[src/rtl/pipeline_stall_ctrl.sv]
// Pipeline stall/flush sequencer for the five-stage core.
// Produces write-enables and synchronous flushes for the PC, IF/ID, ID/EX,
// EX/MEM and MEM/WB registers from load-use hazards, taken branches and
// multi-cycle data-memory accesses. Also keeps a saturating stall counter.
// ctrl_state exposes the memory-wait FSM (0=RUN, 1=MEM_WAIT, 2=MEM_DONE).
// Note: the we/flush outputs are combinational from state and inputs,
// because hazards must be resolved in the cycle they are seen. The FSM
// state, the wait counter and stall_cycles are registered.
module pipeline_stall_ctrl #(
    parameter int REG_ADDR_W = 5,
    parameter int MEM_LAT    = 3,
    parameter int CNT_W      = 32
) (
    input  logic                  clk,
    input  logic                  rst,
    input  logic [REG_ADDR_W-1:0] id_rs1,
    input  logic [REG_ADDR_W-1:0] id_rs2,
    input  logic                  id_uses_rs1,
    input  logic                  id_uses_rs2,
    input  logic [REG_ADDR_W-1:0] ex_rd,
    input  logic                  ex_mem_read,
    input  logic                  ex_branch_taken,
    input  logic                  mem_access,
    output logic                  pc_we,
    output logic                  ifid_we,
    output logic                  ifid_flush,
    output logic                  idex_we,
    output logic                  idex_flush,
    output logic                  exmem_we,
    output logic                  memwb_we,
    output logic [1:0]            ctrl_state,
    output logic [CNT_W-1:0]      stall_cycles
);

    // A single-cycle memory never needs to freeze the pipeline.
    localparam bit MULTI_CYCLE = (MEM_LAT > 1);
    // The wait counter is preloaded with MEM_LAT-2; keep it at least 1 bit wide.
    localparam int WAIT_W = (MEM_LAT > 2) ? $clog2(MEM_LAT) : 1;
    localparam logic [WAIT_W-1:0] WAIT_LOAD = WAIT_W'((MEM_LAT > 2) ? (MEM_LAT - 2) : 0);

    typedef enum logic [1:0] {
        ST_RUN      = 2'd0,
        ST_MEM_WAIT = 2'd1,
        ST_MEM_DONE = 2'd2
    } state_t;

    state_t            state;
    logic [WAIT_W-1:0] wait_cnt;
    logic              lu;
    logic              mem_start;
    logic              freeze;

    // Load in EX writes a register the ID instruction reads (x0 never hazards).
    assign lu = ex_mem_read && (ex_rd != '0) &&
                ((id_uses_rs1 && (id_rs1 == ex_rd)) ||
                 (id_uses_rs2 && (id_rs2 == ex_rd)));

    // A memory access starts a freeze only from RUN; in MEM_DONE the same
    // instruction is still in MEM and must not retrigger.
    assign mem_start = MULTI_CYCLE && (state == ST_RUN) && mem_access;
    assign freeze    = (state == ST_MEM_WAIT) || mem_start;

    assign ctrl_state = state;

    // Memory-wait FSM: counts out the remaining access latency.
    always_ff @(posedge clk or negedge rst) begin
        if (!rst) begin
            state    <= ST_RUN;
            wait_cnt <= '0;
        end else begin
            case (state)
                ST_RUN: begin
                    if (mem_start) begin
                        wait_cnt <= WAIT_LOAD;
                        state    <= (MEM_LAT == 2) ? ST_MEM_DONE : ST_MEM_WAIT;
                    end
                end
                ST_MEM_WAIT: begin
                    if (wait_cnt == WAIT_W'(1)) begin
                        state <= ST_MEM_DONE;
                    end else begin
                        wait_cnt <= wait_cnt - 1'b1;
                    end
                end
                ST_MEM_DONE: begin
                    state <= ST_RUN;
                end
                default: begin
                    state <= ST_RUN;
                end
            endcase
        end
    end

    // Output priority: reset, freeze, branch flush, load-use bubble, normal flow.
    always_comb begin
        pc_we      = 1'b1;
        ifid_we    = 1'b1;
        ifid_flush = 1'b0;
        idex_we    = 1'b1;
        idex_flush = 1'b0;
        exmem_we   = 1'b1;
        memwb_we   = 1'b1;
        if (!rst) begin
            pc_we      = 1'b0;
            ifid_we    = 1'b0;
            ifid_flush = 1'b1;
            idex_we    = 1'b0;
            idex_flush = 1'b1;
            exmem_we   = 1'b0;
            memwb_we   = 1'b0;
        end else if (freeze) begin
            pc_we    = 1'b0;
            ifid_we  = 1'b0;
            idex_we  = 1'b0;
            exmem_we = 1'b0;
            memwb_we = 1'b0;
        end else if (ex_branch_taken) begin
            ifid_flush = 1'b1;
            idex_flush = 1'b1;
        end else if (lu) begin
            pc_we      = 1'b0;
            ifid_we    = 1'b0;
            idex_flush = 1'b1;
        end
    end

    // Saturating count of cycles in which the PC was held.
    always_ff @(posedge clk or negedge rst) begin
        if (!rst) begin
            stall_cycles <= '0;
        end else if (!pc_we && (stall_cycles != '1)) begin
            stall_cycles <= stall_cycles + 1'b1;
        end
    end

endmodule

[config.mk]
export PLATFORM = sky130hd
export DESIGN_NAME = pipeline_stall_ctrl
export DESIGN_NICKNAME = d
export VERILOG_FILES = /design/src/rtl/pipeline_stall_ctrl.sv
export SDC_FILE = /design/constraint.sdc
export NUM_CORES = 1
export LEC_CHECK = 0
export ABC_AREA = 1
export CAP_MARGIN = 0
export CORE_UTILIZATION = 45
export CTS_BUF_LIST = sky130_fd_sc_hd__clkbuf_16
export DETAILED_ROUTE_END_ITERATION = 8
export PLACE_DENSITY = 0.77
export SETUP_SLACK_MARGIN = 0.2
export SLEW_MARGIN = 15
export SYNTH_ARGS = -nofsm -noshare
export SYNTH_HDL_FRONTEND = slang
export SYNTH_SLANG_ARGS = --single-unit
[constraint.sdc]
create_clock -name clk -period 1.7 [get_ports clk]
set_clock_uncertainty 0.1 [all_clocks]
set_input_delay 0.17 -clock clk [delete_from_list [all_inputs] [get_ports clk]]
set_output_delay 0.17 -clock clk [all_outputs]
set_load 0.02 [all_outputs]
== Yosys cells after proc, flatten, opt, wreduce, memory -nomap -nowiden ==
Index checks and enable logic that the tools add are counted.

* Logic and storage cells: 45
* Input bits: 22
* Register bits: 36
* Output and inout port bits: 41

* Eq/ne operators: 8
* Reductions and logical operators: 14
* Multiplexer cells: 18
* Add/subtract/negate cells: 2

{| class="wikitable"
|+ Operator list
! kind !! number
|-
| $add A32 B1 Y32 const B || 1
|-
| $ne A32 B32 Y1 const B || 1
|-
| $mux W1 || 13
|-
| $eq A5 B5 Y1 || 2
|-
| $pmux W2 S2 || 2
|-
| $logic_and A1 B1 Y1 || 6
|-
| $mux W2 || 3
|-
| $reduce_bool A5 Y1 || 1
|-
| $eq A2 B1 Y1 const B || 2
|-
| $ne A2 B2 Y1 const B || 2
|-
| $reduce_and A3 Y1 || 1
|-
| $logic_not A2 Y1 || 1
|-
| $logic_or A1 B1 Y1 || 2
|-
| $ne A2 B1 Y1 const B || 1
|-
| $reduce_and A2 Y1 || 1
|-
| $reduce_bool A2 Y1 || 1
|-
| $sub A2 B1 Y2 const B || 1
|-
| $logic_not A1 Y1 || 1
|}

== Logic depth before layout (Yosys ltp) ==
Gate-level depths: netlist of run 1.

* Word-level depth: 10
* Mapped depth: 12
* Depth with buffers taken out: 11

== Worst setup path after synthesis of run 1 ==
Ideal clock, no wire load.

* Path kind: reg-to-output
* From: register state[0], in the netlist ctrl_state[0]
* To: output pc_we
* Arrival time: 1947 ps
* Required time: 1430 ps
* Cell stages (with the launch flop): 10
* Buffers on the path: 2
* Setup slack: -517 ps
* Cells stage by stage: dfrtp_1 > inv_1 > nor2_1 > inv_1 > nand2_1 > nor2_1 > nand2_1 > clkbuf_1 > inv_1 > buf_4

* Word-level cells in the longest chain between the ends: 5

{| class="wikitable"
|+ RTL lines
! item !! line !! source
|-
| start, declared || 47 || <nowiki>state_t state;</nowiki>
|-
| start signal, assigned || 75 || <nowiki>state <= (MEM_LAT == 2) ? ST_MEM_DONE : ST_MEM_WAIT;</nowiki>
|-
| $logic_not A2 Y1 || 60 || <nowiki>assign mem_start = MULTI_CYCLE && (state == ST_RUN) && mem_access;</nowiki>
|-
| $logic_and A1 B1 Y1 || 60 ||
|-
| $logic_or A1 B1 Y1 (*) || 61 || <nowiki>assign freeze = (state == ST_MEM_WAIT) || mem_start;</nowiki>
|-
| $mux W1 (*) (2 in a row) || n/a ||
|-
| end, declared || 24 || <nowiki>output logic pc_we,</nowiki>
|}

Mark *: on every way between the ends. The rest lies on a longest branch, timed or not.

== Worst setup path after layout of run 1 ==
* From: register stall_cycles[1]
* To: register stall_cycles[16]

* Word-level cells in the longest chain between the ends: 2

{| class="wikitable"
|+ RTL lines
! item !! line !! source
|-
| start, declared || 32 || <nowiki>output logic [CNT_W-1:0] stall_cycles</nowiki>
|-
| start signal, assigned || 133 || <nowiki>stall_cycles <= stall_cycles + 1'b1;</nowiki>
|-
| parallel branches: the longest is 2 deep, another holds $add A32 B1 Y32 || n/a ||
|}

Parallel ways; which one is timed is not known.
A chain may end at the register's enable or synchronous reset.

==> results of run 1 <==
cells in the mapped netlist (all sizes together):
library cell,n
a21oi,2
buf,10
clkbuf,2
dfrtp,36
ha,2
inv,39
nand2,185
nand3,42
nand3b,11
nand4,7
nor2,53
nor3,10
o21ai,5
xnor2,2
xor2,13
report_power, final:
group | switching (uW) | leakage (uW) | internal [uW]
clock network | 319 | 0.0000701 | 526
registers | 70.5 | 0.000481 | 934
logic | 542 | 0.00161 | 472
per-stage QoR:
stage	setup slack [ps]	util, %	TNS, ps
finish	-81.0	70.5	-1870
global route	-185	70.5	-5460
CTS	-59.2	68.8	-1310
detailed placement	-537	66.1	-13400
global placement	-507	66.1	-11820
floorplan	-125	-	-3810
timing repair:
item,4_1_cts,5_1_grt
hold buffers,1,0
resized for setup,108,21
pin swaps,17,7
hold endpoints to repair,36,0
endpoints found under the setup margin,73,42
buffers inserted,4,2
gates cloned,0,1
worst max-delay path, delay by kind of cell, from the launching register on:
kind	cells	cell delay (ps)
fa+ha+maj	1	160
buf+inv	1	180
simple gates	8	880
flops	1	390
cells by family after synthesis:
kind of cell	Yosys count
simple gates	308
buf+inv	51
compound gates	7
fa+ha+maj	2
xor+xnor	15
flops	36
worst paths after layout:
kind                                         end            start  cells after the start
worst min register to register       wait_cnt[0]      wait_cnt[0]                      1
worst min-delay path                 wait_cnt[0]      wait_cnt[0]                      1
min in group asynchronous        stall_cycles[7]              rst                      3
worst max-delay path            stall_cycles[16]  stall_cycles[1]                     10
max in group asynchronous        stall_cycles[0]              rst                      3
worst max register to register  stall_cycles[16]  stall_cycles[1]                     10
layout make-up:
class                           count  area (um^2)
Clock buffer                        5          125
Inverter                           39          149
Clock inverter                      3         11.3
Sequential cell                    36          907
Multi-Input combinational cell    332         1610
Fill cell                         517         1640
Tap cell                           72         90.1
Timing Repair Buffer              119         1040
flip-flops by register name, summed over array words and instances, names as in the netlist:
register,flops
stall_cycles,32
ctrl_state,2
wait_cnt,2
per-layer routing:
layer / track usage [%] / wire length (um) / vias to the layer above
li1: - / - / 1544
met3: 4.07 / 329 / 18
met5: 0 / 0 / -
met4: 7.22 / 167 / 0
met2: 48.1 / 3730 / 76
met1: 35.6 / 3600 / 1350
==> results.md, run 1 <==
- Placed Instance Area: 3680 um^2
- Area Overhead vs Synth: 49.5%
- DIE AREA: 6150 um^2
- Hold slack: 375 ps
- Max Fanout on Critical Path: 15
- Main combinational cell family by area after synthesis: simple AND/OR/NAND/NOR gates
- CP endpoint kind: register
- GRT Util Overall: 27.6%
- Share of post-route cells with drive strength above 1: 19.3%
- Final instance area: 3930 um^2
- Commonest non-fill, non-tap cell in the layout: nand2_1
- Wirelength, routed: 7830 um
- Max-slew headroom: 63.0%
- Max-Cap Viols: 0
- Initial Util: 47.2%
- #FFs+latches synth: 36
- Adder-cell area share of the yosys netlist: 0.952%
- Most frequent cells in the layout: 180 x nand2_1, 50 x dlygate4sd2_1, 50 x buf_4
- Post-synth top area cell: dfrtp_1
- Kind of critical path: register to register
- Layout Cells excl Fill: 606
- XOR/XNOR share of the synthesized area: 5.00%
- Slowest stage delay, CP: 390 ps
- Final setup fails: 32
- Area of the core: 5570 um^2
- Residual DRC count: 0
- Fin nets: 557
- Placed cells: 590
- GR Overflow Total: 0
- Post-route ant nets: 0
- Final Max Tran Viols: 0
- Worst vdd ir: 982 uV
- DR WL/cell: 12.9 um
- ANT cells: 0
- Outcome: complete, but fails checks
- Root buffer cell: clkbuf_16
- Seq/Total Area, Yosys: 34.3%
- Largest net degree at the start of global routing: 37
- HP Class: register to register
- Cells after Synth: 419
- Tcrit/Tclk final: 105%
- First-iteration detailed-routing DRC count: 149
- Mapped Nets: 443
- # IOs: 63
- Initial antenna violation count: 0
- Gp weighted congestion: 0.938
- Synth Area in Compound Gates: 1.33%
- Total vias in the final route: 2988
- Worst-Margin Slew: 550 ps
- CTS Buf Count: 5
- Longest Clk Path Bufs: 2
- TritonCTS clock tree: built
- Mapped cell area: 2630 um^2
- Pwr Density: 728 nW/um^2
- Final Hold Fails: 0
- Setup WS post-layout: -81.0 ps
- Post-synthesis mux area share: 0%
- Simple-gate share of the synthesized area: 49.7%
- RSZ-0062 raised after global routing: yes
- Vias in the first global route: 2917
- Cells taking the most area after synthesis: dfrtp_1 34%, nand2_1 26%, nand3_1 7.8%
- Max frequency: 561 MHz
- TritonRoute pass-1 iters: 4
- Worst Path Arrival: 1890 ps
- Critical path, cell by cell: ha_4, nand3_4, nor2_4, nand2_2, nor3_4, nand4_4, nand2_4, clkbuf_16, nand2_1, nand2_1
- Htree depth: 2
- Die height: 78.4 um
- Top-area cell type share of the netlist area: 34.3%
- Distinct cell type count of the synthesized netlist: 22
- Clock tree sinks: 36
- Synthesis Warnings: 0
- Most used cell, CP: nand2_1
- Die X: 78.4 um
- Latest clock arrival within the worst-skew pair: 280 ps
- Syn_area_per_cell: 6.27 um^2
- Crit path time final: 1780 ps
- Leakage: 0.00217 uW
- R2R setup slack: -80 ps
- Vias per cell: 4.93
- IO Port Bufs: 62
- Setup crit start kind: register
- Core Rows: 27
- Clk slew on worst S/H paths: 60 ps
- Slowest CP cell: dfrtp_2
- Tot Pwr: 2860 uW
- WP data required: 1810 ps
- Failing checks: negative setup slack
- Global-route wire length before repair: 13300 um
- HPWL after DPL: 5970 um
No activity file was read; power rests on OpenSTA's default activity.
==> run 2, diff against run 1 <==
--- a/config.mk
+++ b/config.mk
@@ -5,9 +5,10 @@
 export SDC_FILE = /design/constraint.sdc
 export NUM_CORES = 1
 export LEC_CHECK = 0
-export ABC_AREA = 1
+export ABC_AREA = 0
 export CAP_MARGIN = 0
-export CORE_UTILIZATION = 45
+export CORE_ASPECT_RATIO = 2
+export CORE_UTILIZATION = 42
 export CTS_BUF_LIST = sky130_fd_sc_hd__clkbuf_16
 export DETAILED_ROUTE_END_ITERATION = 8
 export PLACE_DENSITY = 0.77
==> results.md, run 2 <==
- Outcome: complete, but fails checks
- Failing checks: negative setup slack
- Slowest stage delay, CP: 420 ps (+30 ps)
- Post-synth EDFFs: 0 (unchanged)
- Max Fanout on Critical Path: 8 (-7)
- Area of the core: 4600 um^2 (-18%)
- Commonest non-fill, non-tap cell in the layout: buf_4
- Core Rows: 35 (+30%)
- GR met3 Demand/Resource: 4.43% (+0.36 points)
- Die height: 99.7 um (+27%)
- Fin Setup TNS: -5230 ps (-3360 ps)
- Total vias in the final route: 2109 (-29%)
- Pwr Density: 1020 nW/um^2 (+39%)
- Wirelength, routed: 7410 um (-5.4%)
- Residual DRC count: 0 (unchanged)
- Most frequent cells in the layout: 65 x buf_4, 43 x dlygate4sd2_1, 27 x xor2_1
- ANT cells: 0 (unchanged)
- Tcrit/Tclk final: 120% (+15 points)
- Vias per cell: 5.38 (+9.1%)
- Met1 Use GR: 25.0% (-11 points)
- Final Hold Fails: 0 (unchanged)
- Max-Cap Viols: 0 (unchanged)
- Critical path, cell by cell: and3_1, and2_4, nand4_1, nand3_4, clkbuf_16, buf_4, nor2_2, xor2_1
- Global-route wire length before repair: 9870 um (-26%)
- Seq/Total Area, Yosys: 44.9% (+11 points)
- Synthesis Warnings: 0 (unchanged)
- Latest clock arrival within the worst-skew pair: 280 ps (about the same)
- Async set-reset flop share out of synthesis: 100% (unchanged)
- Gr busiest metal: met2
- Tot Pwr: 3910 uW (+37%)
- Vias in the first global route: 2090 (-28%)
- CTS Buf Count: 5 (unchanged)
- DIE AREA: 5070 um^2 (-18%)
- Fin nets: 360 (-35%)
- # IOs: 63 (unchanged)
- Top-area cell type share of the netlist area: 44.9% (+11 points)
- Longest Clk Path Bufs: 2 (unchanged)
- Initial Util: 43.6% (-3.5 points)
- Met2 usage: 53.1% (+5.1 points)
- CP endpoint kind: register
- WP data required: 1780 ps (-30 ps)
- Largest Register: stall_cycles
- Leakage: 0.00190 uW (-12%)
- GRT Util Overall: 26.9% (-0.71 points)
- Post-route ant nets: 0 (unchanged)
- Area Overhead vs Synth: 92.2%
- Largest net degree at the start of global routing: 37 (unchanged)
- Kind of critical path: register to register
- Placed cells: 372 (-37%)
- IO Port Bufs: 62 (unchanged)
- Die X: 50.9 um (-35%)
- Crit path time final: 2030 ps (+251 ps)
- Initial antenna violation count: 0 (unchanged)
- Cells taking the most area after synthesis: dfrtp_1 45%, xor2_1 12%, xnor2_1 6.1%
- RSZ-0062 raised after global routing: yes
- Setup WS post-layout: -332 ps (-251 ps)
- Gp weighted congestion: 0.779 (-17%)
- Clock tree sinks: 36 (unchanged)
- Layout Cells excl Fill: 392 (-35%)
- Predominant post-synthesis flop cell: dfrtp_1
- Max reg flops: 32 (unchanged)
- GR Overflow Total: 0 (unchanged)
- Max frequency: 492 MHz (-12%)
- Distinct cell type count of the synthesized netlist: 41 (+86%)
- Final setup fails: 33 (+3.1%)
- Worst-Margin Slew: 473 ps (-77.0 ps)
- Share of post-route cells with drive strength above 1: 56.7% (+37 points)
- Mapped Nets: 223 (-50%)
- HP Class: primary input to async pin
- Syn_area_per_cell: 10.1 um^2 (+61%)
- Final Max Tran Viols: 0 (unchanged)
- Max-slew headroom: 68.5% (+5.4 points)
- Cells after Synth: 199 (-53%)
- Clk slew on worst S/H paths: 50 ps (about the same)
- Post-synth top area cell: dfrtp_1
- Htree depth: 2 (unchanged)
- Setup crit start kind: register
- First-iteration detailed-routing DRC count: 57 (-62%)
- Worst Path Arrival: 2120 ps (+230 ps)
- Most instantiated cells after synthesis: 36 x dfrtp_1, 27 x xor2_1, 23 x nand2_1
- Cell with the most instances after synthesis: dfrtp_1
- HPWL after DPL: 4270 um (-28%)
- Worst vdd ir: 1060 uV (+8.4%)
- Slowest CP cell: dfrtp_2
- Mapped cell area: 2010 um^2 (-24%)
- #FFs+latches synth: 36 (unchanged)
- Root buffer cell: clkbuf_16
- DR WL/cell: 18.9 um (+46%)
- TritonRoute pass-1 iters: 4 (unchanged)
- TritonCTS clock tree: built
-- run 2: changes by cell type in the layout (fill, tap and decap cells not counted), moves of 7 or more --
cell           delta
inv_1            -28
dfrtp_1          -20
nor3_2            +8
nor2_1           -43
xnor2_1           +8
nand2_1         -166
xor2_1           +14
nand3b_1         -10
buf_4            +15
nor3_1            -7
dlygate4sd2_1     -7
nand3_1          -30
dfrtp_2          +20
nor3_4            +7
-- run 2: path summary, 6_finish.rpt --
check	from	endpoint	slack, ps	cells past startpoint
hold reg to reg	ctrl_state[1]	ctrl_state[1]	430	2
hold / removal	rst	wait_cnt[1]	20	3
setup reg to reg	stall_cycles[17]	stall_cycles[17]	-330	8
max in group asynchronous	rst	stall_cycles[15]	1130	3
setup / recovery	stall_cycles[17]	stall_cycles[17]	-330	8
min in group clk	ctrl_state[1]	ctrl_state[1]	430	2
-- run 2: metrics by stage --
stage                     util (%)  worst slack, ps  hold slack [ps]  cell area, um^2
final                         83.8             -332             18.5             3850
after global routing          83.8             -344             58.0             3850
after CTS                     76.8             -142             27.3             3530
after detailed placement      71.3             -765              307             3280
after global placement        71.3             -734              305             3280
after floorplan                  -             -181             -226             2180
-- run 2: cells by family (layout without fill, tap and decap cells) --
family	Yosys count	count (layout)	synth area share, %
xor+xnor	41	41	17.9
buf+inv	12	150	3.43
mux	2	2	1.12
flops	36	36	44.9
simple gates	95	95	26.8
compound gates	11	11	4.55
fa+ha+maj	2	2	1.25
-- run 2: power by group --
part	leakage [uW]	internal, uW	switching, uW	total (uW)
Clock	0.0000738	527	345	873
Sequential	0.000427	996	104	1100
Combinational	0.00140	959	982	1940
-- run 2: critical path, delay by kind of cell (launching register included) --
kind,cells,cell delay (ps)
and+or+nand+nor,5,840
xor gates and xnor gates,1,210
DFF,1,420
buffers and inverters,2,350
-- run 2: routing by layer --
metal  up-vias  part of all wire, %
met5         -                    0
met4         0                  3.2
met2        87                   61
met3        20                  3.3
met1      1046                   33
li1        956                    -
-- run 2: final cells by class --
cell class,count,area (um^2)
fillers,254,743
clock inverters,3,11.3
well taps,55,68.8
flip-flops and latches,36,932
multi-input cells,151,1490
clock buffers,5,125
repair buffers,137,1200
inverters,5,18.8
-- run 2: timing repair --
action	in CTS	in global routing
pin swaps	20	28
gates cloned	0	2
setup buffers	3	7
hold buffers	0	0
gates resized for setup	135	48
setup endpoints to repair	73	40
